$ cat config.mk
export PLATFORM = sky130hd
export DESIGN_NAME = zone_frame_writer
export DESIGN_NICKNAME = d
export VERILOG_FILES = /design/src/rtl/zone_frame_writer.sv
export SDC_FILE = /design/constraint.sdc
export NUM_CORES = 1
export LEC_CHECK = 0
export BUFFER_PORTS_ARGS = -buffer_cell sky130_fd_sc_hd__buf_2
export CAP_MARGIN = 5
export CORE_MARGIN = 5
export CORE_UTILIZATION = 51
export CTS_BUF_LIST = sky130_fd_sc_hd__clkbuf_4 sky130_fd_sc_hd__clkbuf_8
export CTS_CLUSTER_DIAMETER = 150
export DETAILED_ROUTE_END_ITERATION = 10
export PLACE_DENSITY = 0.81
export SLEW_MARGIN = 30
export SYNTH_ARGS = -nofsm -noshare
export SYNTH_HDL_FRONTEND = slang
export SYNTH_SLANG_ARGS = --single-unit
$ cat constraint.sdc
create_clock -name clka -period 2.1 [get_ports clka]
set_clock_uncertainty 0.15 [all_clocks]
set_input_delay 0.21 -clock clka [delete_from_list [all_inputs] [get_ports clka]]
set_output_delay 0.21 -clock clka [all_outputs]
set_load 0.1 [all_outputs]
$ cat src/rtl/zone_frame_writer.sv
// zone_frame_writer: writes one frame of per-zone brightness into the idle half of a ping-pong SRAM, then flips sdbpflag
// Optional feature macro: ZW_CLAMP_EN (clamps written data to MAX_LEVEL)
// Ports:
//   clka        write-domain clock, rising edge
//   rst_n       asynchronous active-low reset
//   s_valid     input beat valid
//   s_ready     block can accept a beat (low only in DONE)
//   s_data      zone brightness value
//   s_sof       beat is zone 0 of a new frame
//   wtena       SRAM write strobe, one cycle per write
//   wtaddr      SRAM write address (bank base + zone index)
//   wtdina      SRAM write data
//   sdbpflag    bank the reader uses; writer fills ~sdbpflag
//   frame_done  one-cycle pulse when sdbpflag flips
//   frame_err   one-cycle pulse when s_sof arrives mid-frame
//   zone_idx    next zone index to be written
module zone_frame_writer #(
   parameter int ZONE_NUM = 384,
   parameter int ADDR_W = 10,
   parameter int DATA_W = 16,
   parameter int BANK_OFFSET = 512,
   parameter logic [DATA_W-1:0] MAX_LEVEL = 16'h0FFF
) (
   input  logic              clka,
   input  logic              rst_n,
   input  logic              s_valid,
   output logic              s_ready,
   input  logic [DATA_W-1:0] s_data,
   input  logic              s_sof,
   output logic              wtena,
   output logic [ADDR_W-1:0] wtaddr,
   output logic [DATA_W-1:0] wtdina,
   output logic              sdbpflag,
   output logic              frame_done,
   output logic              frame_err,
   output logic [ADDR_W-1:0] zone_idx
);
   typedef enum logic [1:0] {IDLE, WRITE, DONE} state_t;
   localparam logic [ADDR_W-1:0] BANK1 = ADDR_W'(BANK_OFFSET);
   localparam logic [ADDR_W-1:0] LAST = ADDR_W'(ZONE_NUM - 1);
`ifdef ZW_CLAMP_EN
   localparam bit CLAMP = 1'b1;
`else
   localparam bit CLAMP = 1'b0;
`endif
   state_t state, state_n;
   logic [ADDR_W-1:0] idx_n, zone;
   logic [DATA_W-1:0] wdata;
   logic acc, wr, err;
   // held low during reset so every output reads 0 while rst_n is asserted
   assign s_ready = rst_n && state != DONE;
   assign acc = s_valid && s_ready;
   assign wdata = (CLAMP && s_data > MAX_LEVEL) ? MAX_LEVEL : s_data;
   always_comb begin
      state_n = state;
      idx_n = zone_idx;
      zone = zone_idx;
      wr = 1'b0;
      err = 1'b0;
      case (state)
         IDLE: if (acc && s_sof) begin
            wr = 1'b1;
            zone = '0;
            state_n = ZONE_NUM == 1 ? DONE : WRITE;
            idx_n = ZONE_NUM == 1 ? '0 : ADDR_W'(1);
         end
         WRITE: if (acc) begin
            wr = 1'b1;
            if (s_sof) begin
               // truncated frame: restart at zone 0 of the same bank
               err = 1'b1;
               zone = '0;
               idx_n = ADDR_W'(1);
            end else if (zone_idx == LAST) begin
               state_n = DONE;
               idx_n = '0;
            end else idx_n = zone_idx + 1'b1;
         end
         default: state_n = IDLE;
      endcase
   end
   always_ff @(posedge clka or negedge rst_n) begin
      if (!rst_n) begin
         state <= IDLE;
         zone_idx <= '0;
         sdbpflag <= 1'b0;
         wtena <= 1'b0;
         wtaddr <= '0;
         wtdina <= '0;
         frame_done <= 1'b0;
         frame_err <= 1'b0;
      end else begin
         state <= state_n;
         zone_idx <= idx_n;
         wtena <= wr;
         frame_err <= err;
         // bank flips one cycle after the last write, so that write lands in the old bank
         frame_done <= state == DONE;
         sdbpflag <= sdbpflag ^ (state == DONE);
         if (wr) begin
            wtaddr <= (sdbpflag ? '0 : BANK1) + zone;
            wtdina <= wdata;
         end
      end
   end
endmodule

==> results.sh, run 1 <==
export IMPL_status="finished, final reports clean"
export IMPL_critPathMaxStageDelay_ns=0.52
export IMPL_leakage_nw=1.276
export IMPL_max_slew_margin_pct=66.61
export IMPL_portBuffers=60
export IMPL_worstSkewPairLatency_ns=0.34
export IMPL_worstSetupEndpointType="primary output"
export IMPL_hold_path_class="input port to async pin"
export IMPL_grt_max_degree=24
export IMPL_finalPower_mw=2.430
export IMPL_cts_tree="done"
export IMPL_utilization_pct=71.21
export IMPL_synth_area_leaders="dfrtp_1 58%, nand2_1 12%, a22o_1 4.9%"
export IMPL_synth_commonest_cells="57 x nand2_1, 42 x dfrtp_1, 10 x a22o_1, 7 x nor2_1"
export IMPL_hold_viol_final=0
export IMPL_layout_setup_ws_ns=0.1479
export IMPL_layout_cells_non_filler=305
export IMPL_cts_buffers=5
export IMPL_max_freq_mhz=512.3
export IMPL_clock_path_buffers=2
export IMPL_fp_dieH_um=69.42
export IMPL_grt_pass1_vias=1579
export IMPL_cts_clk_slew_worst_paths_ns=0.11
export IMPL_routed_wl_um=4384
export IMPL_route_vias_total=1563
export IMPL_muxShareOfSynthArea_pct=0
export IMPL_drv_cap=0
export IMPL_peakVddDrop_v=0.0007050
export IMPL_syn_num_nets=198
export IMPL_dp_slack_ns=0.2356
export IMPL_nFillCells=259
export IMPL_drv_slew=0
export IMPL_hpwl_um=2906
export IMPL_ys_seq_area_share_pct=58.37
export IMPL_cts_resized=0
export IMPL_synth_top_area_share_pct=58.37
export IMPL_ys_types=36
export IMPL_synth_top_family_by_area="simple AND/OR/NAND/NOR gates"
export IMPL_synth_adder_area_share_pct=0.6949
export IMPL_nets=279
export IMPL_cp_required_ns=1.74
export IMPL_rr_startpoint="zone_idx[0]$_DFFE_PN0P_"
export IMPL_wire_per_inst_um=14.37
export IMPL_synth_main_ff_cell="dfrtp_1"
export IMPL_r2r_cells=5
export IMPL_r2r_end="zone_idx[3]$_DFFE_PN0P_"
export IMPL_critPathMaxFanout=23
export IMPL_ff_latch_area_um2=1065
export IMPL_multiInputGateArea_um2=693.2
export IMPL_ys_ff_latch=42
export IMPL_synth_simple_area_share_pct=24.88
export IMPL_ys_warn_count=0
export IMPL_ant_nets=0
export IMPL_async_flop_share_pct=100.0
export IMPL_tns_ns=0
export IMPL_diodes=0
export IMPL_dieArea_um2=4818
export IMPL_grt_overflow_total=0
export IMPL_num_rows=21
export IMPL_synth_edf_count=0
export IMPL_via_per_inst=5.125
export IMPL_cp_top_family="buffers and inverters"
export IMPL_die_x_um=69.42
export IMPL_critical_path_slowest_cell="dlygate4sd3_1"
export IMPL_fin_crit_ns=1.952
export IMPL_layout_worst_path_cycle_share_pct=92.96
export IMPL_grt_first_pass_wirelength_um=7410
export IMPL_syn2layout_area_growth_pct=34.05
export IMPL_gp_congestion=0.8078
export IMPL_drt_first_pass_iters=4
export IMPL_powerDensity_nw_per_um2=1007
export IMPL_ff2ff_setup_slack_ns=0.23
export IMPL_worstPathArrival_ns=1.59
export IMPL_yosysMostFrequentCell="nand2_1"
export IMPL_synth_compound_area_share_pct=10.01
export IMPL_startpoint_type="input port"
export IMPL_criticalPathCategory="input port to primary output"
export IMPL_netlist_area_um2=1800
export IMPL_synth_area_leader_cell="dfrtp_1"
export IMPL_cts_sinks=42
export IMPL_hold_ws_ns=0.03627
export IMPL_worst_path_buf_inv=4
export IMPL_initial_core_util_pct=53.12
export IMPL_placed_area_um2=2180
export IMPL_rsz0062_at_grt="no"
export IMPL_setup_viol=0
export IMPL_placed_cells=280
export IMPL_design_area_um2=2414
export IMPL_ios=61
export IMPL_drive_gt1_share_pct=33.59
export IMPL_drc=0
export IMPL_clock_root_buffer="clkbuf_4"
export IMPL_synthCells=177
export IMPL_path_cells="dlygate4sd3_1, buf_2, buf_4, and2_1, buf_12"
export IMPL_worstMarginPinSlew_ns=0.5043
export IMPL_core_um2=3390
export IMPL_drtIter0Drc=126
export IMPL_synth_xor_xnor_area_share_pct=2.919
export IMPL_syn_area_per_cell_um2=10.17
export IMPL_antenna_found_initial=0
export IMPL_h_tree_depth=2
export IMPL_grt_usage_pct=18.90
[final cells by class]
type                    count  share of cell area, %
clock inverters             1                 0.2074
flip-flops and latches     42                  44.12
multi-input cells         124                  28.72
well taps                  46                  2.385
inverters                   3                 0.4666
repair buffers             82                  21.67
clock buffers               7                  2.437
[flip-flops by register name, summed over array words and instances, names as in the netlist]
name and count:
frame_done 1, frame_err 1, sdbpflag 1, state 2, wtaddr 10, wtdina 16, wtena 1, zone_idx 10
[cell usage in the layout, fill, tap and decap left out, types with 3 or more instances in the layout]
master	instances
buf_2	59
nand2_1	57
dfrtp_1	35
dlygate4sd3_1	17
a22o_1	10
nor2_1	7
clkbuf_4	6
xnor2_1	5
nand3_1	5
o21ai_0	5
a21oi_1	5
buf_4	5
dfrtp_2	5
nor3_1	3
[worst max-delay path by stage]
stage / startpoint / to / slack [ns] / depth (start not counted)
4_1_cts: rst_n / s_ready / 0.13 / 5
3_3_place_gp: zone_idx[0]$_DFFE_PN0P_ / zone_idx[3]$_DFFE_PN0P_ / 0.29 / 5
6_report: rst_n / s_ready / 0.15 / 5
2_1_floorplan: zone_idx[8]$_DFFE_PN0P_ / zone_idx[2]$_DFFE_PN0P_ / 0.06 / 4
5_1_grt: rst_n / s_ready / 0.03 / 5
3_5_place_dp: zone_idx[0]$_DFFE_PN0P_ / zone_idx[3]$_DFFE_PN0P_ / 0.24 / 5
[layer usage]
metal,global-route usage (%),routed length (µm)
met1,22.92,1899
met3,7.971,340
met5,0,0
met4,3.905,24
met2,31.46,2120
[worst register-to-register path, delay by kind of cell (launching register included)]
kind / cells / cell delay [ns]
simple gates: 3 / 0.78
flops: 1 / 0.46
compound gates: 1 / 0.20
fa+ha+maj: 1 / 0.19
[report_power, final]
| part | leakage [nW] | switching (mW) | internal, mW |
|---|---|---|---|
| Sequential | 0.535 | 0.0781 | 0.909 |
| Combinational | 0.702 | 0.855 | 0.170 |
| Clock | 0.0387 | 0.242 | 0.175 |
| Total | 1.28 | 1.17 | 1.25 |
[cells by family after synthesis]
kind of cell | Yosys count
compound gates | 24
buf+inv | 11
simple gates | 93
xor+xnor | 6
flops | 42
fa+ha+maj | 1
[repair_timing]
action | in CTS | in global routing
setup buffers | 0 | 0
hold buffers | 17 | 0
hold endpoints to repair | 58 | 0
No activity file was read; power rests on OpenSTA's default activity.
==> run 2: changes to the inputs <==
Settings changed: CORE_MARGIN 5 to not set, REMOVE_ABC_BUFFERS set to 1.
==> run 2 against run 1 <==
  * Clock power decreased by 10%
  * Highest routed layer unchanged
  * Power down 2.2%
  * Flip-flop and latch count unchanged
  * Register-to-register slack worse by 0.09 ns
  * Via count increased by 1.0%
  * Global-route usage rose by 6.0 points
  * Critical endpoint is now zone_idx[5]$_DFFE_PN0P_
==> results.sh, run 2 (synthesis gave the netlist of run 1 again) <==
export IMPL_max_slew_margin_pct=48.06
export IMPL_via_per_inst=5.194
export IMPL_r2r_end="zone_idx[5]$_DFFE_PN0P_"
export IMPL_portBuffers=60
export IMPL_layout_worst_path_cycle_share_pct=93.51
export IMPL_status="finished, final reports clean"
export IMPL_cts_buffers=5
export IMPL_cp_required_ns=2.20
export IMPL_startpoint_type="register"
export IMPL_top_regs="wtdina: 16 flops, wtaddr: 10 flops, zone_idx: 10 flops"
export IMPL_grt_max_degree=42
export IMPL_route_met2_wl_um=2126
export IMPL_clock_root_buffer="clkbuf_4"
export IMPL_worstMarginPinSlew_ns=0.7790
export IMPL_routed_wl_um=4316
export IMPL_drc=0
export IMPL_power_internal_mw=1.190
export IMPL_power_frac_comb_pct=42.9
export IMPL_diodes=0
export IMPL_drtIter0Drc=136
export IMPL_largest_register_ff_count=16
export IMPL_p_clk_share_pct=15.8
export IMPL_num_rows=21
export IMPL_layout_cells_most_common_list="59 x buf_2, 57 x nand2_1, 42 x dfrtp_1, 17 x dlygate4sd3_1, 10 x a22o_1"
export IMPL_die_x_um=61.42
export IMPL_worstSetupEndpointType="register"
export IMPL_wire_per_inst_um=14.20
export IMPL_rr_startpoint="zone_idx[0]$_DFFE_PN0P_"
export IMPL_drv_cap=0
export IMPL_worstPathArrival_ns=2.07
export IMPL_cts_sinks=42
export IMPL_drv_slew=0
export IMPL_h_tree_depth=2
export IMPL_initial_core_util_pct=53.53
export IMPL_syn2layout_area_growth_pct=32.38
export IMPL_grt_first_pass_wirelength_um=6630
export IMPL_grt_usage_pct=24.89
export IMPL_dp_slack_ns=0.1775
export IMPL_dieArea_um2=3772
export IMPL_fin_crit_ns=1.964
export IMPL_drt_first_pass_iters=4
export IMPL_final_common_cell="buf_2"
export IMPL_r2r_cells=5
export IMPL_post_cts_buffers=0
export IMPL_antenna_found_initial=0
export IMPL_max_freq_mhz=509.2
export IMPL_power_frac_seq_pct=41.3
export IMPL_finalPower_mw=2.375
export IMPL_peakVddDrop_v=0.0007347
export IMPL_leakage_nw=1.279
export IMPL_wl_met1_um=1921
export IMPL_hpwl_um=2669
export IMPL_drive_gt1_share_pct=30.62
export IMPL_ios=61
export IMPL_rsz0062_at_grt="no"
export IMPL_ff2ff_setup_slack_ns=0.14
export IMPL_gp_congestion=0.8060
export IMPL_hold_path_class="input port to async pin"
export IMPL_grt_overflow_total=0
export IMPL_cts_tree="done"
export IMPL_route_vias_total=1579
export IMPL_sw_frac_of_total_pct=49.91
export IMPL_hold_viol_final=0
export IMPL_core_um2=3363
export IMPL_setup_viol=0
export IMPL_criticalPathCategory="register to register"
export IMPL_critPathMaxFanout=7
export IMPL_layout_setup_ws_ns=0.1362
export IMPL_worstSkewPairLatency_ns=0.36
export IMPL_grt_pass1_vias=1399
export IMPL_p_switching_mw=1.185
export IMPL_clock_path_buffers=2
export IMPL_powerDensity_nw_per_um2=996.5
export IMPL_met3_length_um=181
export IMPL_largest_register="wtdina"
export IMPL_routed_top_layer="met4"
export IMPL_nets=279
export IMPL_cts_clk_slew_worst_paths_ns=0.11
export IMPL_fp_dieH_um=61.42
export IMPL_ant_nets=0
run 2: cell count changes in the layout (fill, tap and decap cells not counted), sizes merged:
cell    delta
clkinv     +1
clkbuf     -2
run 2: critical path, stage by stage, from the launching register on:
cell,delay [ns]
dfrtp_1,0.49
ha_1,0.21
nand3_1,0.16
or4_4,0.56
a21oi_4,0.21
nor2_1,0.08
run 2: repair_timing:
action,4_1_cts,5_1_grt
hold endpoints to repair,58,0
gates resized for setup,0,0
hold buffers,17,0
endpoints found under the setup margin,0,0
run 2: layout make-up:
class,count,area [µm²]
inverters,3,11.26
clock inverters,2,10.01
fillers,278,979.7
repair buffers,82,523.0
multi-input cells,124,693.2
clock buffers,5,37.54
well taps,46,57.56
flip-flops and latches,42,1051
run 2: power groups by stage:
| stage | sequential (mW) | clock [mW] | combinational, mW |
|---|---|---|---|
| final | 0.981 | 0.375 | 1.02 |
| after global routing | 0.997 | 0.408 | 1.06 |
| after CTS | 0.979 | 0.378 | 1.02 |
| after detailed placement | 0.995 | 0 | 0.990 |
| after global placement | 0.991 | 0 | 0.984 |
| after floorplan | 1.66 | 0 | 0.130 |
run 2: metrics by stage:
stage	setup TNS, ns	cell area, µm²	cells	utilization, %	hold slack (ns)
finish	0	2384	304	70.87	0.04163
global placement	0	2166	280	64.40	-0.1160
floorplan	-2.852	1755	169	-	-0.2356
detailed placement	0	2166	280	64.40	-0.1154
CTS	0	2384	304	70.87	0.04959
global route	0	2384	304	70.87	0.02316
run 2: per-layer routing:
metal	vias to the layer above	track usage, %
li1	762	-
met3	10	7.353
met5	-	0
met1	764	33.56
met4	0	10.48
met2	43	37.89
run 2: worst max path at each step:
stage                     cells past startpoint               startpoint                 endpoint
final                                         5  zone_idx[0]$_DFFE_PN0P_  zone_idx[5]$_DFFE_PN0P_
after detailed placement                      5  zone_idx[0]$_DFFE_PN0P_  zone_idx[5]$_DFFE_PN0P_
after global placement                        5  zone_idx[0]$_DFFE_PN0P_  zone_idx[5]$_DFFE_PN0P_
after global routing                          4     state[0]$_DFFE_PN0P_  zone_idx[1]$_DFFE_PN0P_
after CTS                                     5  zone_idx[0]$_DFFE_PN0P_  zone_idx[1]$_DFFE_PN0P_
after floorplan                               5  zone_idx[0]$_DFFE_PN0P_  zone_idx[2]$_DFFE_PN0P_
